### src/rtl/mux_arb_pkg.sv
// Shared types for the two-way round-robin burst arbiter.
// State encoding, requester index and grant constants.
package mux_arb_pkg;

    typedef enum logic [1:0] {
        IDLE = 2'd0,
        GNT0 = 2'd1,
        GNT1 = 2'd2
    } arb_state_t;

    typedef logic req_idx_t;

    localparam logic [1:0] GNT_NONE = 2'b00;

    function automatic logic [1:0] onehot(input req_idx_t i);
        return i ? 2'b10 : 2'b01;
    endfunction

endpackage

### src/rtl/arb_beat_cnt.sv
// Loadable down-counter; load wins over dec, saturates at zero.
// Used for burst beats and, optionally, the stall watchdog.
module arb_beat_cnt #(
    parameter int W = 4
) (
    input  logic         clk,
    input  logic         reset,
    input  logic         load,
    input  logic [W-1:0] load_val,
    input  logic         dec,
    output logic [W-1:0] value,
    output logic         is_last
);

    // Count register: reload on load, otherwise step down toward zero.
    always_ff @(posedge clk or negedge reset) begin
        if (!reset) begin
            value <= '0;
        end else if (load) begin
            value <= load_val;
        end else if (dec && value != '0) begin
            value <= value - W'(1);
        end
    end

    assign is_last = (value == W'(1));

endmodule

### src/rtl/mux2_arbiter.sv
// Two-way round-robin arbiter holding a grant for a counted burst.
// Optional stall watchdog enabled by defining ARB_TIMEOUT_EN.
import mux_arb_pkg::*;

module mux2_arbiter #(
    parameter int LENW    = 3,
    parameter int TIMEOUT = 16
) (
    input  logic            clk,
    input  logic            reset,
    input  logic [1:0]      req,
    input  logic [LENW-1:0] len0,
    input  logic [LENW-1:0] len1,
    input  logic            rdy,
    output logic [1:0]      gnt,
    output logic            sel,
    output logic            busy,
    output logic            last,
    output logic            err
);

    localparam int CW = LENW + 1;
    localparam int SW = $clog2(TIMEOUT + 1);

    arb_state_t    state;
    req_idx_t      prio;
    req_idx_t      cur;
    req_idx_t      other;
    req_idx_t      nidx;
    logic          do_grant;
    logic          beat_done;
    logic          fin;
    logic          abort;
    logic          cnt_last;
    logic [CW-1:0] beats0;
    logic [CW-1:0] beats1;
    logic [CW-1:0] load_val;
    logic [CW-1:0] rem;

    // A zero length means the full 2^LENW beats.
    assign beats0 = {(len0 == '0), len0};
    assign beats1 = {(len1 == '0), len1};

    assign busy      = |gnt;
    assign cur       = sel;
    assign other     = ~sel;
    assign beat_done = busy & rdy;
    assign fin       = beat_done & (rem == CW'(1));
    assign last      = busy & cnt_last;
    assign load_val  = nidx ? beats1 : beats0;

    // Pick who gets the resource next: from idle, or at the end of a burst.
    always_comb begin
        do_grant = 1'b0;
        nidx     = prio;
        if (state == IDLE) begin
            if (req != 2'b00) begin
                do_grant = 1'b1;
                nidx     = (req == 2'b11) ? prio : req[1];
            end
        end else if (fin) begin
            if (req[other]) begin
                do_grant = 1'b1;
                nidx     = other;
            end else if (req[cur]) begin
                do_grant = 1'b1;
                nidx     = cur;
            end
        end
    end

    arb_beat_cnt #(.W(CW)) u_beat (
        .clk      (clk),
        .reset    (reset),
        .load     (do_grant),
        .load_val (load_val),
        .dec      (beat_done),
        .value    (rem),
        .is_last  (cnt_last)
    );

`ifdef ARB_TIMEOUT_EN
    logic          stall_last;
    logic [SW-1:0] stall_val_unused;

    arb_beat_cnt #(.W(SW)) u_stall (
        .clk      (clk),
        .reset    (reset),
        .load     (do_grant | rdy),
        .load_val (SW'(TIMEOUT)),
        .dec      (busy & ~rdy),
        .value    (stall_val_unused),
        .is_last  (stall_last)
    );

    assign abort = busy & ~rdy & stall_last;

    // Sticky timeout flag, cleared only by reset.
    always_ff @(posedge clk or negedge reset) begin
        if (!reset) begin
            err <= 1'b0;
        end else if (abort) begin
            err <= 1'b1;
        end
    end
`else
    logic [SW-1:0] unused_stall;

    assign unused_stall = '0;
    assign abort        = 1'b0;
    assign err          = 1'b0;
`endif

    // Grant, select, round-robin pointer and state registers.
    always_ff @(posedge clk or negedge reset) begin
        if (!reset) begin
            state <= IDLE;
            gnt   <= GNT_NONE;
            sel   <= 1'b0;
            prio  <= 1'b0;
        end else begin
            if (fin || abort) begin
                prio <= other;
            end
            if (do_grant) begin
                state <= nidx ? GNT1 : GNT0;
                gnt   <= onehot(nidx);
                sel   <= nidx;
            end else if (fin || abort) begin
                state <= IDLE;
                gnt   <= GNT_NONE;
            end
        end
    end

endmodule

### config.mk
export PLATFORM = sky130hd
export DESIGN_NAME = mux2_arbiter
export DESIGN_NICKNAME = d
export VERILOG_FILES = /design/src/rtl/mux_arb_pkg.sv /design/src/rtl/arb_beat_cnt.sv /design/src/rtl/mux2_arbiter.sv
export SDC_FILE = /design/constraint.sdc
export NUM_CORES = 1
export LEC_CHECK = 0
export ABC_CLOCK_PERIOD_IN_PS = 4900
export CORE_MARGIN = 4
export CORE_UTILIZATION = 42
export DETAILED_ROUTE_END_ITERATION = 12
export PLACE_DENSITY_LB_ADDON = 0.25
export SLEW_MARGIN = 20
export SYNTH_ARGS = -nofsm -noshare
export SYNTH_HDL_FRONTEND = slang
export SYNTH_SLANG_ARGS = --single-unit
### constraint.sdc
create_clock -name clk -period 4.9 [get_ports clk]
set_clock_uncertainty 0.1 [all_clocks]
set_input_delay 1.47 -clock clk [delete_from_list [all_inputs] [get_ports clk]]
set_output_delay 1.47 -clock clk [all_outputs]
set_load 0.005 [all_outputs]
; After elaboration in Yosys (flattened, before gate mapping)
; Index checks and enable logic that the tools add are counted.
[totals]
reg_bits = 8
ramBits = 0
elab_cells = 43
memories = 0
output_inout_bits = 6
input_bits = 11
latch_bits = 0
romBits = 0
[op_classes]
n_lt_le_gt_ge = 2
n_mux = 21
n_reduce_logical = 9
add_sub_neg = 1
n_mul = 0
shift = 0
n_eq_ne = 2
n_bitwise = 4
div = 0
[ops]
columns = cell, count
row1 = 2-to-1 mux 1 bit, 15
row2 = 2-to-1 mux 4 bit, 3
row3 = logical NOT 3 bit, 2
row4 = 2-to-1 mux 2 bit, 3
row5 = nonzero test 2 bit, 3
row6 = == test 4 x 1 -> 1 bit (second input constant), 1
row7 = less-than comparator 1 x 2 -> 1 bit (second input constant), 2
row8 = nonzero test 4 bit, 1
row9 = subtractor 4 x 1 -> 4 bit (second input constant), 1
row10 = bitwise AND 1 bit, 3
row11 = == test 2 bit (second input constant), 1
row12 = logical NOT 2 bit, 1
row13 = OR reduction 2 bit, 1
row14 = logical AND 1 bit, 1
row15 = NOT 1 bit, 1

; Longest topological paths before layout
; Gate-level depths: netlist of the first run.
[logic_depth]
ltp_word = 8
mapped_depth = 7
mapped_depth_nobuf = 7

; Cells and area by module
; A second synthesis of the first run with hierarchy kept.
[hier_totals]
hier_cells = 71
area_unflattened_um2 = 653.1
[modules_own_cells]
columns = mod, seq_area_each_um2, n_inst, cells_per_inst, area_per_inst_um2
row1 = mux2_arbiter, 100.1, 1, 42, 370.4
row2 = arb_beat_cnt, 100.1, 1, 29, 282.8

; Worst setup path after synthesis of the first run
; No wires, ideal clock.
[synth_timing]
kind = in2reg
start = in rdy
end = reg u_beat.value[0]
n_path_buf = 0
setup_ns = 0.120
required_ns = 4.680
setup_slack_ns = 2.369
path_stages = 4
t_arrival_ns = 2.311
path_cell_list = nand4bb_1 a21oi_2 or2_2 o211a_1
[synth_via]
elab_chain_len = 6
word_cells_on_any_way = 10
cone_classes = mux (6) / bitwise (2) / reduce/logical (2)
[synth_lines]
columns = element, line
row1 = from (decl), mux2_arbiter.sv:14  ; input logic rdy,
row2 = bitwise AND 1 bit (*), mux2_arbiter.sv:47  ; assign beat_done = busy & rdy;
row3 = bitwise AND 1 bit, mux2_arbiter.sv:48  ; assign fin = beat_done & (rem == CW'(1));
row4 = 2-to-1 mux 1 bit, mux2_arbiter.sv:61  ; end else if (fin) begin
row5 = 2-to-1 mux 1 bit, mux2_arbiter.sv:56  ; if (state == IDLE) begin
row6 = 2-to-1 mux 4 bit, mux2_arbiter.sv:50  ; assign load_val = nidx ? beats1 : beats0;
row7 = 2-to-1 mux 4 bit, arb_beat_cnt.sv:19  ; end else if (load) begin
row8 = to (signal assigned), arb_beat_cnt.sv:20  ; value <= load_val;
row9 = to (signal assigned), arb_beat_cnt.sv:22  ; value <= value - W'(1);
row10 = to (decl), arb_beat_cnt.sv:11  ; output logic [W-1:0] value,
; Mark *: on every way between the ends. The rest lies on a longest branch, timed or not.
; A chain may end at the register's enable or synchronous reset.

==> summary by stage, run 1 <==
Route
The number of optimization iterations in the first detailed-route pass is 4. The average detailed-routed wire length per instance is 13.4 um. The violation count after the first detailed-route iteration is 10. Dividing the detail-routed via count by the number of cells gives 5.69. The count of vias placed by the detailed router is 541. The residual DRC count is 0.

In this run the remaining antenna-violating nets after routing total 0. The detailed-route wire length is 1.27 mm.

Clocking
Buffers inserted during clock tree synthesis total 3. The number of sinks driven by the clock tree is 8. After clock tree synthesis, the clock-pin slew on the worst setup and hold paths is 0.05 ns. The number of hold-repair buffers added at the cts stage is 0. The TritonCTS clock tree is done. The maximum count of clock buffers along a single path is 2. The clock reaches the later pin of the worst-skew pair after 0.24 ns.

Post-CTS timing repair inserted 0 buffers for setup. The buffer type at the clock tree root is clkbuf_4. The count of H-tree levels built during CTS is 1. After clock tree synthesis, the repair step resized 0 gates.

Synthesis
Counting flops with a built-in enable in the synthesized netlist gives 0. Sorting the synthesized cells by area gives the leading types as dfrtp_1 33%, ha_1 6.3%, nand2_1 4.4%. Of the post-synthesis cell area, the dominant cell type holds 0.334. For this run, the leading register cell type out of synthesis is dfrtp_1. Of all cell types, the one taking the most synthesized area is dfrtp_1. Of all flip-flops after synthesis, the portion carrying an async set or reset was 1.00. When the netlist entered floorplanning its net count stood at 78. The synthesis warning total is 0. The count of cell types in the netlist is 30. The synthesis-stage register bit count is 8. The synthesized netlist cell count is 64.

The netlist area before placement is 599 um^2. The mean instance size in the synthesized netlist is 9.36 um^2. The sequential fraction of the synthesis area is 0.334.

Layout
The finished layout holds 95 standard cells, fillers aside. The number of fill cells is 121. The utilization of the core after routing is 0.586.

The library cell used most frequently in the layout, excluding fill and tap cells, is clkdlybuf4s50_1. The number of antenna diodes in the final layout is 0. The number of nets in the layout is 96. In the final layout, the share of cells above drive strength 1 is 0.138. The sequential cell area is 200 um^2. Relative to the synthesized area, the layout overhead comes to 28.8%. The area occupied by multi-input gates is 369 um^2. The library cells used most frequently in the layout, excluding fill and tap cells, are 15 x clkdlybuf4s50_1, 8 x dfrtp_1, 7 x nor2_1, 7 x nand2_1.

Job
The number of maximum-capacitance violations is 0.

Critical path
In this run the critical register-to-register path is launched from u_beat.value[1]$_DFFE_PN0P_. STA classifies the critical path endpoint as a primary output. The critical path crosses 3 cells after its start point. In this design, the largest share of critical-path delay is due to simple AND/OR/NAND/NOR gates. The setup path with the least slack is of type reg2out. The number of buffers and inverters on the critical path is 1. The cell depth of the worst flop-to-flop path is 6. On the worst path, the slowest cell contributes a delay of 0.49 ns. The critical path startpoint category is a flip-flop. Along the worst path, the maximum fanout reaches 10. The data required time at the worst endpoint is 3.33 ns. The master of the slowest instance on the critical path is clkdlybuf4s50_1. The critical path startpoint is state[1]$_DFFE_PN0P_. At the worst endpoint, the arrival time is 1.72 ns. The critical path goes through or2_1 -> and3_1 -> clkdlybuf4s50_1.

GRT
The overflow left after global routing is 0. The via count of the first global-routing pass was 479. The first global-routing pass estimated 2.10 mm of wire.

In the global route stage, overall resource usage came out at 0.137. The number of antenna violations at the first check in global routing is 0. Entering global routing, the biggest net connects 11 pins.

Placement
The routability congestion estimate from global placement is 0.832. Detailed placement finished with a half-perimeter wire length of 1.07 mm. The number of port buffers is 15.

Prior to clock tree synthesis, the placed netlist has a worst setup slack of 1.74 ns. The total placed cells including tap cells is 92.

Die
The die area is 0.00210 mm^2. The die is 45.8 um tall. The number of I/O pins is 17. The number of rows in the core area is 13. The area of the core is 0.00132 mm^2. For this configuration, the core starts out at a cell density of 0.455. The die width is 45.8 um.

Power and ir drop
The total power consumption of the routed design is 0.413 mW. Summed over all cells, the static leakage comes to 0.337 nW. The worst IR drop on VDD is 283 uV. For this design the ratio of total power to cell area is 535 mW/mm^2.

STA
The achievable clock frequency is 304 MHz. The part of the cycle the worst path needs is 0.672. The final number of setup-violating endpoints is 0. The final total negative setup slack is 0 ns. For the finished layout, the period the worst path requires is 3.29 ns. The total count of hold-check failures in the final report came to 0. Setup repair after global routing left no endpoint under its margin. The least setup slack across all paths after layout is 1.61 ns.

The final number of max-transition violations is 0.

Min path
Counting instances, the worst hold path has a depth of 1. In this run the worst hold path is classified as reg2reg. The worst hold path begins at sel$_DFFE_PN0P_.

Run status
The flow ran to the end, and the final reports show no timing, DRC or antenna violations.
==> synth_stat cells (all sizes together) (2+ instances only) <==
cell / n
nor2: 7
a21oi: 5
o21a: 2
a22oi: 4
nand2: 7
o211ai: 2
nor3: 3
o22ai: 2
or2: 2
a41o: 2
buf: 2
ha: 3
inv: 3
dfrtp: 8
==> stage by stage <==
stage	instance area [um^2]	hold slack, ns
floorplan	599	0.396
global placement	749	0.433
detailed placement	749	0.433
CTS	772	0.439
global route	772	0.456
finish	772	0.436
==> worst reg2reg max path, delay by kind of cell, from the launching register on <==
family	cells	cell delay, ns
simple gates	2	0.61
flops	1	0.37
compound gates	2	0.36
fa+ha+maj	1	0.20
buf+inv	1	0.08
==> area by class of cell <==
cell class                      instances  area share
Multi-Input combinational cell         51       0.478
Sequential cell                         8       0.259
Timing Repair Buffer                   15       0.194
Clock buffer                            3      0.0292
Tap cell                               15      0.0243
Inverter                                3      0.0146
==> kinds of logic (layout without fill, tap and decap cells) <==
logic type      count (synthesis)  count (layout)  synth area share
buf+inv                         5              21            0.0501
other cells                     1               1           0.00626
flops                           8               8             0.334
fa+ha+maj                       3               3            0.0626
compound gates                 23              23             0.342
simple gates                   24              24             0.205
==> state kept, by name, summed over array words and instances, names as in the netlist <==
register / cells
sel: 1
u_beat.value: 4
prio: 1
state: 2
==> power by group <==
part / leakage, nW / internal (mW) / total (mW) / switching (mW)
Clock: 0.0138 / 0.0277 / 0.0451 / 0.0174
Sequential: 0.0932 / 0.0972 / 0.134 / 0.0372
Combinational: 0.230 / 0.123 / 0.234 / 0.111
==> layer usage <==
layer,share of wire,GRT usage
met5,0,0
met4,0,0.0511
met3,0.086,0.0316
met2,0.46,0.203
met1,0.46,0.193
==> worst paths after layout <==
| kind | end | slack (ns) |
|---|---|---|
| worst max-delay path | last | 1.61 |
| worst min-delay path | prio$_DFFE_PN0P_ | 0.44 |
| worst max register to register | u_beat.value[0]$_DFFE_PN0P_ | 3.07 |
| worst min register to register | prio$_DFFE_PN0P_ | 0.44 |
| max in group asynchronous | u_beat.value[3]$_DFFE_PN0P_ | 3.05 |
| min in group asynchronous | sel$_DFFE_PN0P_ | 1.40 |
Power figures use the tool's default switching activity.
==> run 2, diff against run 1 <==
--- a/config.mk
+++ b/config.mk
@@ -5,7 +5,7 @@
 export SDC_FILE = /design/constraint.sdc
 export NUM_CORES = 1
 export LEC_CHECK = 0
-export ABC_CLOCK_PERIOD_IN_PS = 4900
+export ABC_CLOCK_PERIOD_IN_PS = 3400
 export CORE_MARGIN = 4
 export CORE_UTILIZATION = 42
 export DETAILED_ROUTE_END_ITERATION = 12
==> constraint.sdc (replaced) <==
create_clock -name clk -period 3.4 [get_ports clk]
set_clock_uncertainty 0.1 [all_clocks]
set_input_delay 1.02 -clock clk [delete_from_list [all_inputs] [get_ports clk]]
set_output_delay 1.02 -clock clk [all_outputs]
set_load 0.005 [all_outputs]
==> results of run 2 <==
The final DEF is identical to that of run 1. Status: finished, final reports clean.
Main changes from that run: setup slack after placement 1.74 ns -> 0.692 ns; setup slack after layout 1.61 ns -> 0.559 ns; register-to-register setup slack 3.07 ns -> 1.57 ns; total power 0.413 mW -> 0.595 mW; worst IR drop on VDD 283 uV -> 408 uV
